$ cat config.mk
export PLATFORM = sky130hd
export DESIGN_NAME = muldiv_sequencer
export DESIGN_NICKNAME = d
export VERILOG_FILES = /design/src/rtl/muldiv_sequencer.sv
export SDC_FILE = /design/constraint.sdc
export NUM_CORES = 1
export LEC_CHECK = 0
export CAP_MARGIN = 20
export CORE_MARGIN = 1
export CORE_UTILIZATION = 45
export CTS_CLUSTER_DIAMETER = 100
export CTS_CLUSTER_SIZE = 24
export DETAILED_ROUTE_END_ITERATION = 12
export PLACE_DENSITY = 0.69
export SLEW_MARGIN = 20
export SYNTH_ARGS = -nofsm -noshare
export SYNTH_HDL_FRONTEND = slang
export SYNTH_SLANG_ARGS = --single-unit
$ cat constraint.sdc
create_clock -name CLK -period 3.1 [get_ports CLK]
set_clock_uncertainty 0.05 [all_clocks]
set_input_delay 0.62 -clock CLK [delete_from_list [all_inputs] [get_ports CLK]]
set_output_delay 0.62 -clock CLK [all_outputs]
set_load 0.01 [all_outputs]
$ cat src/rtl/muldiv_sequencer.sv
// muldiv_sequencer: multi-cycle MULT/MULTU/DIV/DIVU unit for the EX stage.
// Runs a 32-step shift-add multiply or restoring divide on operand
// magnitudes, applies sign correction in a final FIX cycle, and owns HI/LO.
// Raises a combinational stall while busy if EX needs the unit or HI/LO.
module muldiv_sequencer (
    input  logic        CLK,
    input  logic        nRST,
    input  logic        start,
    input  logic [1:0]  op,
    input  logic [31:0] operandA,
    input  logic [31:0] operandB,
    input  logic        readHiLo,
    input  logic        writeHi,
    input  logic        writeLo,
    input  logic [31:0] writeData,
    input  logic        flush,
    output logic        busy,
    output logic        done,
    output logic        stall,
    output logic [31:0] hiOut,
    output logic [31:0] loOut
);

    typedef enum logic [1:0] {IDLE, RUN, FIX} state_t;

    state_t      state;
    logic [4:0]  count;
    logic [63:0] acc;      // mul: {partial product, multiplier}; div: {remainder, quotient}
    logic [31:0] mcand;    // mul: |multiplicand|; div: |divisor|
    logic        is_div;
    logic        sign_a;
    logic        sign_b;
    logic        div_zero;
    logic [31:0] hi_q;
    logic [31:0] lo_q;
    logic        done_q;

    // Operand magnitudes; op[0] marks the signed forms (MULT, DIV).
    logic [31:0] a_mag;
    logic [31:0] b_mag;
    assign a_mag = (op[0] && operandA[31]) ? (~operandA + 32'd1) : operandA;
    assign b_mag = (op[0] && operandB[31]) ? (~operandB + 32'd1) : operandB;

    // One multiply step: conditional add into the upper half; the carry
    // becomes the new MSB after the right shift.
    logic [32:0] mul_sum;
    assign mul_sum = {1'b0, acc[63:32]} + (acc[0] ? {1'b0, mcand} : 33'd0);

    // One restoring-divide step: shift {rem,quot} left and trial-subtract.
    // The shifted remainder needs 33 bits; a borrow shows up in bit 32.
    logic [32:0] rem_sh;
    logic [32:0] div_diff;
    assign rem_sh   = {acc[63:32], acc[31]};
    assign div_diff = rem_sh - {1'b0, mcand};

    // Sign correction applied in FIX.
    logic [63:0] prod_fix;
    logic [31:0] quot_fix;
    logic [31:0] rem_fix;
    assign prod_fix = (sign_a ^ sign_b) ? (~acc + 64'd1) : acc;
    assign quot_fix = (sign_a ^ sign_b) ? (~acc[31:0] + 32'd1) : acc[31:0];
    assign rem_fix  = sign_a ? (~acc[63:32] + 32'd1) : acc[63:32];

    // Sequencer state, iteration datapath and HI/LO ownership.
    always_ff @(posedge CLK or negedge nRST) begin
        if (!nRST) begin
            state    <= IDLE;
            count    <= 5'd0;
            acc      <= 64'd0;
            mcand    <= 32'd0;
            is_div   <= 1'b0;
            sign_a   <= 1'b0;
            sign_b   <= 1'b0;
            div_zero <= 1'b0;
            hi_q     <= 32'd0;
            lo_q     <= 32'd0;
            done_q   <= 1'b0;
        end else begin
            done_q <= 1'b0;
            case (state)
                IDLE: begin
                    // MTHI/MTLO land here; a same-cycle start's result
                    // overwrites them at FIX.
                    if (writeHi) hi_q <= writeData;
                    if (writeLo) lo_q <= writeData;
                    if (start && !flush) begin
                        is_div   <= op[1];
                        sign_a   <= op[0] & operandA[31];
                        sign_b   <= op[0] & operandB[31];
                        div_zero <= (operandB == 32'd0);
                        if (op[1]) begin
                            acc   <= {32'd0, a_mag};
                            mcand <= b_mag;
                        end else begin
                            acc   <= {32'd0, b_mag};
                            mcand <= a_mag;
                        end
                        count <= 5'd0;
                        state <= RUN;
                    end
                end
                RUN: begin
                    if (flush) begin
                        state <= IDLE;
                    end else begin
                        if (is_div) begin
                            if (!div_diff[32])
                                acc <= {div_diff[31:0], acc[30:0], 1'b1};
                            else
                                acc <= {rem_sh[31:0], acc[30:0], 1'b0};
                        end else begin
                            acc <= {mul_sum, acc[31:1]};
                        end
                        count <= count + 5'd1;
                        if (count == 5'd31) state <= FIX;
                    end
                end
                FIX: begin
                    if (!flush) begin
                        if (is_div) begin
                            // Divide by zero: remainder path already yields
                            // the dividend; only the quotient is forced.
                            lo_q <= div_zero ? 32'hFFFF_FFFF : quot_fix;
                            hi_q <= rem_fix;
                        end else begin
                            hi_q <= prod_fix[63:32];
                            lo_q <= prod_fix[31:0];
                        end
                        done_q <= 1'b1;
                    end
                    state <= IDLE;
                end
                default: state <= IDLE;
            endcase
        end
    end

    assign busy  = (state != IDLE);
    assign stall = busy & (start | readHiLo | writeHi | writeLo);
    assign done  = done_q;
    assign hiOut = hi_q;
    assign loOut = lo_q;

endmodule
==> summary.txt, run 1 <==
STA
  • Relative slew slack: 0.473
  • Final Max Tran Viols: 0
  • RSZ-0062 raised after global routing: true
  • Finish-stage setup viols: 18
  • Final Hold Vio Count: 0
  • Hold_ws: 0.0825 ns
  • Least-Margin Pin Slew: 0.790 ns
  • Period utilization: 1.04
  • Setup ws final: -0.136 ns
  • Fmax: 309 MHz
  • Fin crit period: 3.24 ns
  • Setup TNS: -1.02 ns

Floorplanning
  • Io pins: 172
  • Die footprint: 0.0343 sq mm
  • Core Box Area: 0.0328 sq mm
  • Die Ht: 185 um
  • Die X: 185 um
  • FP Rows: 66
  • Initial core utilization: 0.461

Power and ir drop
  • Internal: 9.73 mW
  • Switching fraction of total power: 0.469
  • Share of power burned in the clock network: 0.125
  • Reg power frac: 0.180
  • Leakage: 9.09 nW
  • PD cells: 876 mW/mm^2
  • Logic pwr share: 0.695
  • Sw power: 8.58 mW
  • Worst IR Drop VDD: 0.000536 V
  • Total Power: 18.3 mW

Worst setup path
  • Buf+Inv Stages, Crit Path: 1
  • Critical Path RT: 3.38 ns
  • Reg2reg start: mcand[0]
  • Crit path cell chain: ha_2 -> fa_2 -> nand2b_4 -> a211oi_4 -> o2111ai_2 -> a211o_1 -> nand3b_4 -> buf_12 -> xnor2_4 -> a311o_1 -> a21oi_2 -> or3_1
  • Critical Path Start Type: register
  • R2R cell count: 12
  • CP Class: register to register
  • Arr. time, crit path: 3.52 ns
  • CP peak stage delay: 0.41 ns
  • Crit path max-delay family: compound AO/OA/AOI/OAI gates
  • Crit-path slowest cell: dfrtp_1
  • CP max FO: 5
  • R2r setup slk: -0.14 ns
  • Critical Path End Type: register
  • R2r endpoint: acc[60]

Finish
  • Share of layout cells above drive strength 1: 0.209
  • Nets: 2,544
  • Inserted Diodes: 0
  • Synth-to-Final Area Change: 38.3%
  • Final std cells w/o fill: 2,822

Synthesis
  • Top-count cell post-synth: nor2_1
  • Post-synthesis mux area share: 0.0525
  • Synth cell types: 76
  • Syn Inst Count: 1,983
  • Post-Synth Simple-Gate Area: 0.205
  • Top-area cell type share of the netlist area: 0.285
  • Mapped Area: 0.0151 sq mm
  • Synth cell count leaders: nor2_1, a21oi_1, nand2_1
  • Post-synth EDFFs: 0
  • Largest family of logic cells by synthesized area: compound AO/OA/AOI/OAI gates
  • Top FF cell, synth: dfrtp_1
  • Post-Syn Nets: 2,160
  • Register bit total from synthesis: 172
  • Warnings from Yosys: 0
  • Sequential area share after synthesis: 0.285
  • Area contributors post-synth: dfrtp_1, a21oi_1, o21ai_0, nor2_1, ha_1
  • Synth Area per Inst: 7.62 sq um
  • Fraction of the mapped netlist area in adder cells: 0.0606
  • Compound-Gate Fraction of Synth Area: 0.251
  • Largest area contributor in the netlist: dfrtp_1
  • Post-synth ARST share: 1.00
  • Xor and xnor area share after synthesis: 0.100

Clock network
  • H-tree depth: 4
  • Clk root buf: clkbuf_16
  • # hold bufs at CTS: 0
  • CTS buffer count: 17
  • CTS tree: yes
  • Clock slew at reported path FFs: 0.08 ns
  • Max Root-Sink Buffers: 2
  • Clk sinks: 172
  • Clk_lat worst skew: 0.46 ns

Drt
  • DR WL/cell: 20.6 um
  • DR pass1 iterations: 5
  • Avg Vias per Cell: 5.97
  • Residual DRC: 0
  • Starting DRT DRC Count: 1,926
  • Vias: 16,800
  • WL final: 58.1 mm
  • Post-DRT Antenna Nets: 0

Worst hold path
  • Tightest Hold Check Type: input pin to asynchronous set/reset pin

Global route
  • Global-route wire length before repair: 86.5 mm
  • Largest net degree at the start of global routing: 77
  • GRT Total Usage: 0.330
  • Vias in the first global route: 15,300
  • Remaining Overflow, GRT: 0
  • Initial antenna violation count: 0

Placed design
  • Input/output buffers: 171
  • Dpl cells: 2,767
  • Routability cong.: 0.985
  • Post-DP HPWL: 44.7 mm
  • Post-Place Worst Slack: -0.374 ns

Run status
  • Violated checks: negative setup slack
  • Outcome: finished with violations

Flow run
  • Max Cap Viol: 0
==> metrics by stage <==
step / utilization / area (sq um)
floorplan: - / 15100
global placement: 0.588 / 19300
detailed placement: 0.588 / 19300
CTS: 0.614 / 20100
global route: 0.638 / 20900
finish: 0.638 / 20900
==> routing by layer <==
metal | up-vias | wire, um | GRT usage
met5 | - | 0 | 0
met4 | 0 | 1950 | 0.112
li1 | 7880 | - | -
met2 | 851 | 25700 | 0.507
met1 | 7994 | 25100 | 0.474
met3 | 118 | 5350 | 0.0442
==> flip-flops by register name (all words and copies together) (netlist names) <==
| name | cells |
|---|---|
| acc | 64 |
| hiOut | 32 |
| loOut | 32 |
| mcand | 32 |
| count | 5 |
| state | 2 |
| div_zero | 1 |
| done | 1 |
| is_div | 1 |
| sign_a | 1 |
| sign_b | 1 |
==> final cells by class <==
cell class / count / area, sq um
clock buffers: 17 / 425
clock inverters: 15 / 199
fillers: 2815 / 11900
inverters: 65 / 244
multi-input cells: 1631 / 10800
flip-flops and latches: 172 / 4310
well taps: 442 / 553
repair buffers: 480 / 4330
==> logic make-up (layout without fill, tap and decap cells) <==
| logic type | count (synthesis) | in the layout |
|---|---|---|
| muxes | 78 | 78 |
| xor gates and xnor gates | 172 | 172 |
| AOI/OAI and AO/OA | 640 | 640 |
| and+or+nand+nor | 669 | 669 |
| adders and majority gates | 72 | 72 |
| DFF | 172 | 172 |
| buffers and inverters | 180 | 577 |
==> power groups by stage <==
stage	sequential, mW	combinational [mW]	clock (mW)
after floorplan	3.40	5.91	0
after global placement	3.29	10.3	0
after detailed placement	3.31	10.4	0
after CTS	3.26	10.9	2.31
after global routing	3.36	13.5	2.39
final	3.30	12.7	2.29
==> worst max path at each step <==
| stage | start | endpoint | depth (start not counted) | slack (ns) |
|---|---|---|---|---|
| floorplan | acc[0] | acc[56] | 13 | 0.009 |
| global placement | operandA[15] | mcand[31] | 11 | -0.36 |
| detailed placement | operandA[15] | mcand[31] | 11 | -0.37 |
| CTS | acc[0] | acc[60] | 14 | -0.04 |
| global route | acc[0] | acc[56] | 14 | -0.24 |
| finish | mcand[0] | acc[60] | 12 | -0.14 |
==> placed cells by master, fill, tap and decap left out, types with 22 or more instances in the layout <==
| cell | instances |
|---|---|
| ha_1 | 58 |
| nor2_1 | 220 |
| xor2_1 | 75 |
| inv_1 | 59 |
| o21ai_0 | 162 |
| nand2_1 | 203 |
| dfrtp_1 | 170 |
| mux2i_1 | 67 |
| nand2b_1 | 23 |
| buf_4 | 285 |
| a21oi_2 | 23 |
| nor3_1 | 37 |
| a21oi_1 | 184 |
| a21o_1 | 24 |
| nand3_1 | 35 |
| clkdlybuf4s50_1 | 169 |
| o21ai_1 | 32 |
| clkbuf_16 | 22 |
| xnor2_1 | 93 |
| o22ai_1 | 43 |
==> timing repair <==
item,4_1_cts,5_1_grt
endpoints found under the setup margin,45,53
buffers inserted,6,14
endpoints found under the hold margin,0,0
cloned,1,5
pin swaps,10,59
gates resized for setup,43,145
Note: power is estimated with default switching activity, not from simulation.
==> run 2: changes to the inputs <==
Settings changed: CAP_MARGIN 20 to unset, GPL_TIMING_DRIVEN set to 0.
==> run 2 against run 1 <==
The run still ends with negative setup slack left. Sequential share of layout area rose by 1.4 points. Combinational power fell by 15%. Final cell count fell by 5.0%. Critical path depth rose by 1. Critical endpoint is now acc[56]. Highest routed layer unchanged.
==> summary.txt, run 2 (synthesis results as in run 1) <==
Power and ir drop
  • Total Power: 16.8 mW (-8.3%)
  • Internal: 8.43 mW (-13%)
  • Leakage: 8.09 nW (-11%)
  • Logic pwr share: 0.644 (-0.051)
  • Sw power: 8.36 mW (-2.6%)
  • Reg power frac: 0.222 (+0.042)
  • Worst IR Drop VDD: 0.000531 V (-0.99%)
  • PD cells: 855 mW/mm^2 (-2.5%)
  • Share of power burned in the clock network: 0.134 (+0.009)
  • Switching fraction of total power: 0.498 (+0.0292)

Drt
  • Post-DRT Antenna Nets: 0 (unchanged)
  • DR pass1 iterations: 6 (+1)
  • DR WL/cell: 22.9 um (+11%)
  • Starting DRT DRC Count: 1,725 (-10%)
  • WL final: 61.3 mm (+5.5%)
  • Vias: 16,600 (-1.5%)
  • Residual DRC: 0 (unchanged)
  • Avg Vias per Cell: 6.19 (+3.6%)

Placed design
  • Post-Place Worst Slack: -0.984 ns (-0.609 ns)
  • Post-DP HPWL: 46.4 mm (+3.7%)
  • Routability cong.: 0.973 (-1.2%)
  • Input/output buffers: 169 (-1.2%)
  • Dpl cells: 2,595 (-6.2%)

Clock network
  • Clk sinks: 172 (unchanged)
  • Clock slew at reported path FFs: 0.08 ns (about the same)
  • Clk root buf: clkbuf_16
  • # hold bufs at CTS: 0 (unchanged)
  • CTS tree: yes
  • H-tree depth: 4 (unchanged)
  • CTS buffer count: 17 (unchanged)
  • Max Root-Sink Buffers: 2 (unchanged)
  • Clk_lat worst skew: 0.46 ns (about the same)

Global route
  • Largest net degree at the start of global routing: 98 (+27%)
  • Remaining Overflow, GRT: 0 (unchanged)
  • Vias in the first global route: 15,700 (+2.4%)
  • Initial antenna violation count: 0 (unchanged)
  • GRT Total Usage: 0.353 (+0.0230)
  • Global-route wire length before repair: 91.2 mm (+5.5%)

Finish
  • Synth-to-Final Area Change: 30.1%
  • Most frequent cells in the layout: nor2_1, nand2_1, a21oi_1, o21ai_0, clkdlybuf4s50_1
  • Share of layout cells above drive strength 1: 0.131 (-0.0780)
  • Number of fill cells: 2,975 (+5.7%)
  • Nets: 2,403 (-5.5%)
  • Top reg by flops: acc
  • Max reg flops: 64 (unchanged)
  • Final std cells w/o fill: 2,681 (-5.0%)
  • Inserted Diodes: 0 (unchanged)
  • Most common cell after layout, fill and taps aside: nor2_1
  • Fin util: 0.599 (-0.0382)

Worst setup path
  • CP max FO: 5 (unchanged)
  • R2R cell count: 13 (+1)
  • Reg2reg start: acc[0]
  • Critical Path RT: 3.38 ns (about the same)
  • Worst Setup SP: acc[0]
  • R2r setup slk: -0.11 ns (+0.03 ns)
  • Setup crit end: acc[56]
  • R2r endpoint: acc[56]
  • Critical Path End Type: register
  • CP Class: register to register
  • Critical Path Start Type: register
  • Arr. time, crit path: 3.49 ns (-0.03 ns)

Run status
  • Outcome: finished with violations
  • Violated checks: negative setup slack

Floorplanning
  • Die Ht: 185 um (unchanged)
  • FP Rows: 66 (unchanged)
  • Initial core utilization: 0.461 (unchanged)
  • Die footprint: 0.0343 sq mm (unchanged)
  • Io pins: 172 (unchanged)
  • Die X: 185 um (unchanged)
  • Core Box Area: 0.0328 sq mm (unchanged)

STA
  • Least-Margin Pin Slew: 0.995 ns (+0.205 ns)
  • Setup ws final: -0.108 ns (+0.0283 ns)
  • Finish-stage setup viols: 20 (+2)
  • Final Max Tran Viols: 0 (unchanged)
  • Period utilization: 1.03 (-0.00914)
  • RSZ-0062 raised after global routing: true
  • Relative slew slack: 0.332 (-0.141)
  • Fmax: 312 MHz (+0.88%)
  • Final Hold Vio Count: 0 (unchanged)
  • Setup TNS: -0.954 ns (+0.0647 ns)
  • Fin crit period: 3.21 ns (-0.0283 ns)

Flow run
  • Max Cap Viol: 0 (unchanged)

Worst hold path
  • Tightest Hold Check Type: input pin to asynchronous set/reset pin
==> run 2: worst max-delay path, stage by stage, from the launching register on <==
cell       delay, ns
dfrtp_2         0.44
clkinv_4        0.12
clkbuf_16       0.19
nor2_4          0.10
ha_4            0.21
o211ai_1        0.21
o21ai_2         0.11
o311a_1         0.35
o21ai_4         0.24
o21ai_4         0.14
a2111oi_4       0.33
o21bai_1        0.17
mux2i_1         0.15
a211o_1         0.27
==> run 2: final cells by class <==
| class | instances | area (sq um) | share of cell area |
|---|---|---|---|
| multi-input cells | 1631 | 11100 | 0.566 |
| flip-flops and latches | 172 | 4320 | 0.220 |
| repair buffers | 233 | 2260 | 0.115 |
| well taps | 442 | 553 | 0.0281 |
| plain buffers | 106 | 529 | 0.0269 |
| clock buffers | 17 | 425 | 0.0217 |
| inverters | 65 | 249 | 0.0127 |
| clock inverters | 15 | 184 | 0.00936 |
==> run 2: worst min path at each step <==
stage | start | endpoint | slack, ns
after global placement | count[4] | count[4] | 0.41
after CTS | nRST | hiOut[21] | 0.12
after floorplan | nRST | acc[0] | 0.27
after detailed placement | hiOut[25] | hiOut[25] | 0.42
after global routing | nRST | hiOut[21] | 0.14
final | nRST | hiOut[21] | 0.09
==> run 2: through the flow <==
stage	area (sq um)	hold slack, ns
floorplan	15100	0.274
global placement	17400	0.412
detailed placement	17400	0.420
CTS	19000	0.115
global route	19600	0.137
finish	19600	0.0895
==> run 2: what timing repair did <==
action | CTS | global route
cloned | 2 | 0
setup buffers | 44 | 18
pin swaps | 59 | 46
setup endpoints to repair | 72 | 75
gates resized for setup | 149 | 121
==> run 2: metal layers <==
metal  up-vias  track usage  part of all wire
li1       7609            -                 -
met1      7889        0.468              0.42
met2       911        0.549              0.44
met3       176       0.0578             0.086
met4         0        0.190             0.057
met5         -            0                 0
==> run 2: power groups by stage <==
stage	registers (mW)	clock network, mW	logic (mW)
2_1_floorplan	3.40	0	5.91
3_3_place_gp	3.72	0	8.37
3_5_place_dp	3.73	0	8.44
4_1_cts	3.69	2.27	9.64
5_1_grt	3.77	2.34	11.5
6_report	3.73	2.25	10.8
==> run 3: changes to the inputs <==
Settings changed: ABC_AREA set to 1, PLACE_DENSITY 0.69 to 0.74.
==> run 3 against run 2 <==
The flow now finishes without violations. Wire length grew 36%. Final cell count increased by 41%. Largest cell class unchanged. Synthesized area increased by 18%.
==> summary.txt, run 3 <==
Drt
  • Post-DRT Antenna Nets: 0 (unchanged)
  • DR WL/cell: 22.0 um (-3.8%)
  • DR pass1 iterations: 6 (unchanged)
  • Starting DRT DRC Count: 2,712 (+57%)
  • Avg Vias per Cell: 5.75 (-7.0%)
  • WL final: 83.4 mm (+36%)
  • Residual DRC: 0 (unchanged)
  • Vias: 21,800 (+31%)

Synthesis
  • Warnings from Yosys: 0 (unchanged)
  • Post-synth ARST share: 1.00 (unchanged)
  • Largest area contributor in the netlist: dfrtp_1
  • Syn Inst Count: 3,068 (+55%)
  • Sequential area share after synthesis: 0.241 (-0.0436)
  • Area contributors post-synth: dfrtp_1, nand2_1, nand3_1, inv_1, nor2_1
  • Post-synth EDFFs: 0 (unchanged)
  • Top FF cell, synth: dfrtp_1
  • Mapped Area: 0.0178 sq mm (+18%)
  • Top-count cell post-synth: nand2_1
  • Synth cell types: 46 (-39%)
  • Synth cell count leaders: nand2_1, inv_1, nor2_1
  • Synth Area per Inst: 5.81 sq um (-24%)
  • Top-area cell type share of the netlist area: 0.241 (-0.0436)
  • Register bit total from synthesis: 172 (unchanged)
  • Post-Syn Nets: 3,245 (+50%)

Clock network
  • Max Root-Sink Buffers: 2 (unchanged)
  • H-tree depth: 4 (unchanged)
  • Clk root buf: clkbuf_16
  • Clock slew at reported path FFs: 0.08 ns (about the same)
  • CTS tree: yes
  • CTS buffer count: 17 (unchanged)
  • Clk_lat worst skew: 0.48 ns (+0.02 ns)
  • Clk sinks: 172 (unchanged)

STA
  • Finish-stage setup viols: 0 (-100%)
  • RSZ-0062 raised after global routing: true
  • Fmax: 328 MHz (+5.3%)
  • Least-Margin Pin Slew: 1.16 ns (+0.168 ns)
  • Period utilization: 0.983 (-0.0523)
  • Final Hold Vio Count: 0 (unchanged)
  • Fin crit period: 3.05 ns (-0.162 ns)
  • Relative slew slack: 0.221 (-0.110)
  • Final Max Tran Viols: 0 (unchanged)

Global route
  • Vias in the first global route: 20,400 (+30%)
  • Initial antenna violation count: 1 (+1)
  • GRT Total Usage: 0.410 (+0.0568)
  • Global-route wire length before repair: 124 mm (+36%)
  • Remaining Overflow, GRT: 0 (unchanged)
  • Largest net degree at the start of global routing: 97 (-1.0%)

Worst setup path
  • CP max FO: 5 (unchanged)
  • R2R cell count: 19 (+6)
  • R2r endpoint: acc[59]
  • Critical Path End Type: register
  • CP Class: input pin to register
  • Critical Path RT: 3.45 ns (+0.07 ns)
  • Reg2reg start: acc[0]
  • R2r setup slk: 0.11 ns (+0.22 ns)
  • Critical Path Start Type: input pin
  • Arr. time, crit path: 3.40 ns (-0.09 ns)

Power and ir drop
  • Sw power: 10.2 mW (+22%)
  • Logic pwr share: 0.638 (-0.006)
  • Internal: 7.84 mW (-7.0%)
  • Share of power burned in the clock network: 0.132 (-0.002)
  • PD cells: 861 mW/mm^2 (+0.69%)
  • Reg power frac: 0.229 (+0.007)
  • Worst IR Drop VDD: 0.000443 V (-17%)
  • Total Power: 18.0 mW (+7.4%)
  • Switching fraction of total power: 0.565 (+0.0672)
  • Leakage: 10.4 nW (+29%)

Finish
  • Inserted Diodes: 0 (unchanged)
  • Top reg by flops: acc
  • Most frequent cells in the layout: nand2_1, inv_1, nor2_1, nand3_1, a21oi_1
  • Most common cell after layout, fill and taps aside: nand2_1
  • Max reg flops: 64 (unchanged)
  • Share of layout cells above drive strength 1: 0.0412 (-0.0896)
  • Synth-to-Final Area Change: 17.5%
  • Nets: 3,437 (+43%)
  • Final std cells w/o fill: 3,791 (+41%)

Placed design
  • Routability cong.: 1.12 (+15%)
  • Input/output buffers: 171 (+1.2%)
  • Dpl cells: 3,758 (+45%)
  • Post-DP HPWL: 69.6 mm (+50%)

Floorplanning
  • Die X: 201 um (+8.6%)
  • Core Box Area: 0.0388 sq mm (+18%)
  • FP Rows: 72 (+9.1%)
  • Initial core utilization: 0.459 (-0.00151)
  • Die footprint: 0.0404 sq mm (+18%)
  • Io pins: 172 (unchanged)
  • Die Ht: 201 um (+8.6%)

Run status
  • Outcome: completed

Flow run
  • Max Cap Viol: 0 (unchanged)

Worst hold path
  • Tightest Hold Check Type: input pin to asynchronous set/reset pin
-- run 3: cell types whose count changed after synthesis, moves of 20 or more --
| cell | previous run | this run |
|---|---|---|
| mux2i_1 | 68 | 0 |
| nor2_1 | 236 | 385 |
| nand3_1 | 35 | 304 |
| nand4_1 | 9 | 41 |
| inv_2 | 0 | 20 |
| inv_1 | 65 | 405 |
| o22ai_1 | 43 | 0 |
| clkbuf_1 | 102 | 68 |
| nand2_1 | 206 | 879 |
| nand2b_1 | 25 | 0 |
| o21ai_0 | 197 | 177 |
| or3_1 | 22 | 1 |
| xnor2_1 | 96 | 19 |
| xor2_1 | 75 | 44 |
-- run 3: final cells by class --
class / count / area (sq um)
clock inverters: 14 / 205
plain buffers: 101 / 457
repair buffers: 173 / 1750
clock buffers: 18 / 439
multi-input cells: 2365 / 11500
flip-flops and latches: 172 / 4310
inverters: 430 / 1620
fillers: 4071 / 17900
well taps: 518 / 648
-- run 3: cells by family after synthesis --
kind of cell	synth area share
adder cells (fa/ha/maj)	0.0514
flip-flops	0.241
buffers and inverters	0.115
AND/OR/NAND/NOR	0.397
AO/OA/AOI/OAI	0.165
XOR/XNOR	0.0309
-- run 3: metrics by stage --
stage	util	TNS, ns	cell area (sq um)	hold WS [ns]	setup slack [ns]
after floorplan	-	0	17800	0.274	0.509
after global placement	0.520	-983.89	20200	0.431	-5.70
after detailed placement	0.521	-9.74	20200	0.441	-0.574
after CTS	0.538	0	20900	0.0814	0.00668
after global routing	0.540	-0.156	21000	0.0945	-0.0951
final	0.540	0	21000	0.0388	0.0542
-- run 3: power groups by stage --
stage	clock [mW]	sequential, mW	combinational, mW
3_3_place_gp	0	4.06	10.9
3_5_place_dp	0	4.07	11.0
4_1_cts	2.38	4.04	11.1
2_1_floorplan	0	3.45	7.69
5_1_grt	2.47	4.13	12.7
6_report	2.38	4.14	11.5
-- run 3: timing repair --
action,4_1_cts,5_1_grt
hold buffers,0,0
buffers inserted,0,1
pin swaps,1,3
setup endpoints to repair,32,34
gates resized for setup,12,16
-- run 3: worst max-delay path by stage --
stage / depth (start not counted) / endpoint / start / slack, ns
finish: 13 / acc[24] / operandB[0] / 0.05
global route: 19 / acc[59] / acc[0] / -0.1
CTS: 18 / acc[50] / acc[31] / 0.007
detailed placement: 19 / acc[59] / acc[0] / -0.57
global placement: 1 / mcand[29] / nRST / -5.70
floorplan: 19 / acc[59] / acc[0] / 0.51
-- run 3: critical path: stages --
cell and delay, ns:
clkdlybuf4s50_1 0.48, inv_1 0.18, ha_1 0.21, nand3_1 0.17
nor2_2 0.23, nand3b_1 0.22, inv_1 0.12, nand4_1 0.19
nand3_1 0.13, nand2_1 0.19, nand2_1 0.12, nand3_1 0.29
a21oi_1 0.24
-- run 3: routing by layer --
| metal | global-route usage | vias up | part of all wire |
|---|---|---|---|
| met4 | 0.231 | 2 | 0.061 |
| li1 | - | 10300 | - |
| met5 | 0 | - | 0.00016 |
| met3 | 0.0844 | 201 | 0.11 |
| met2 | 0.598 | 1243 | 0.41 |
| met1 | 0.562 | 10000 | 0.42 |
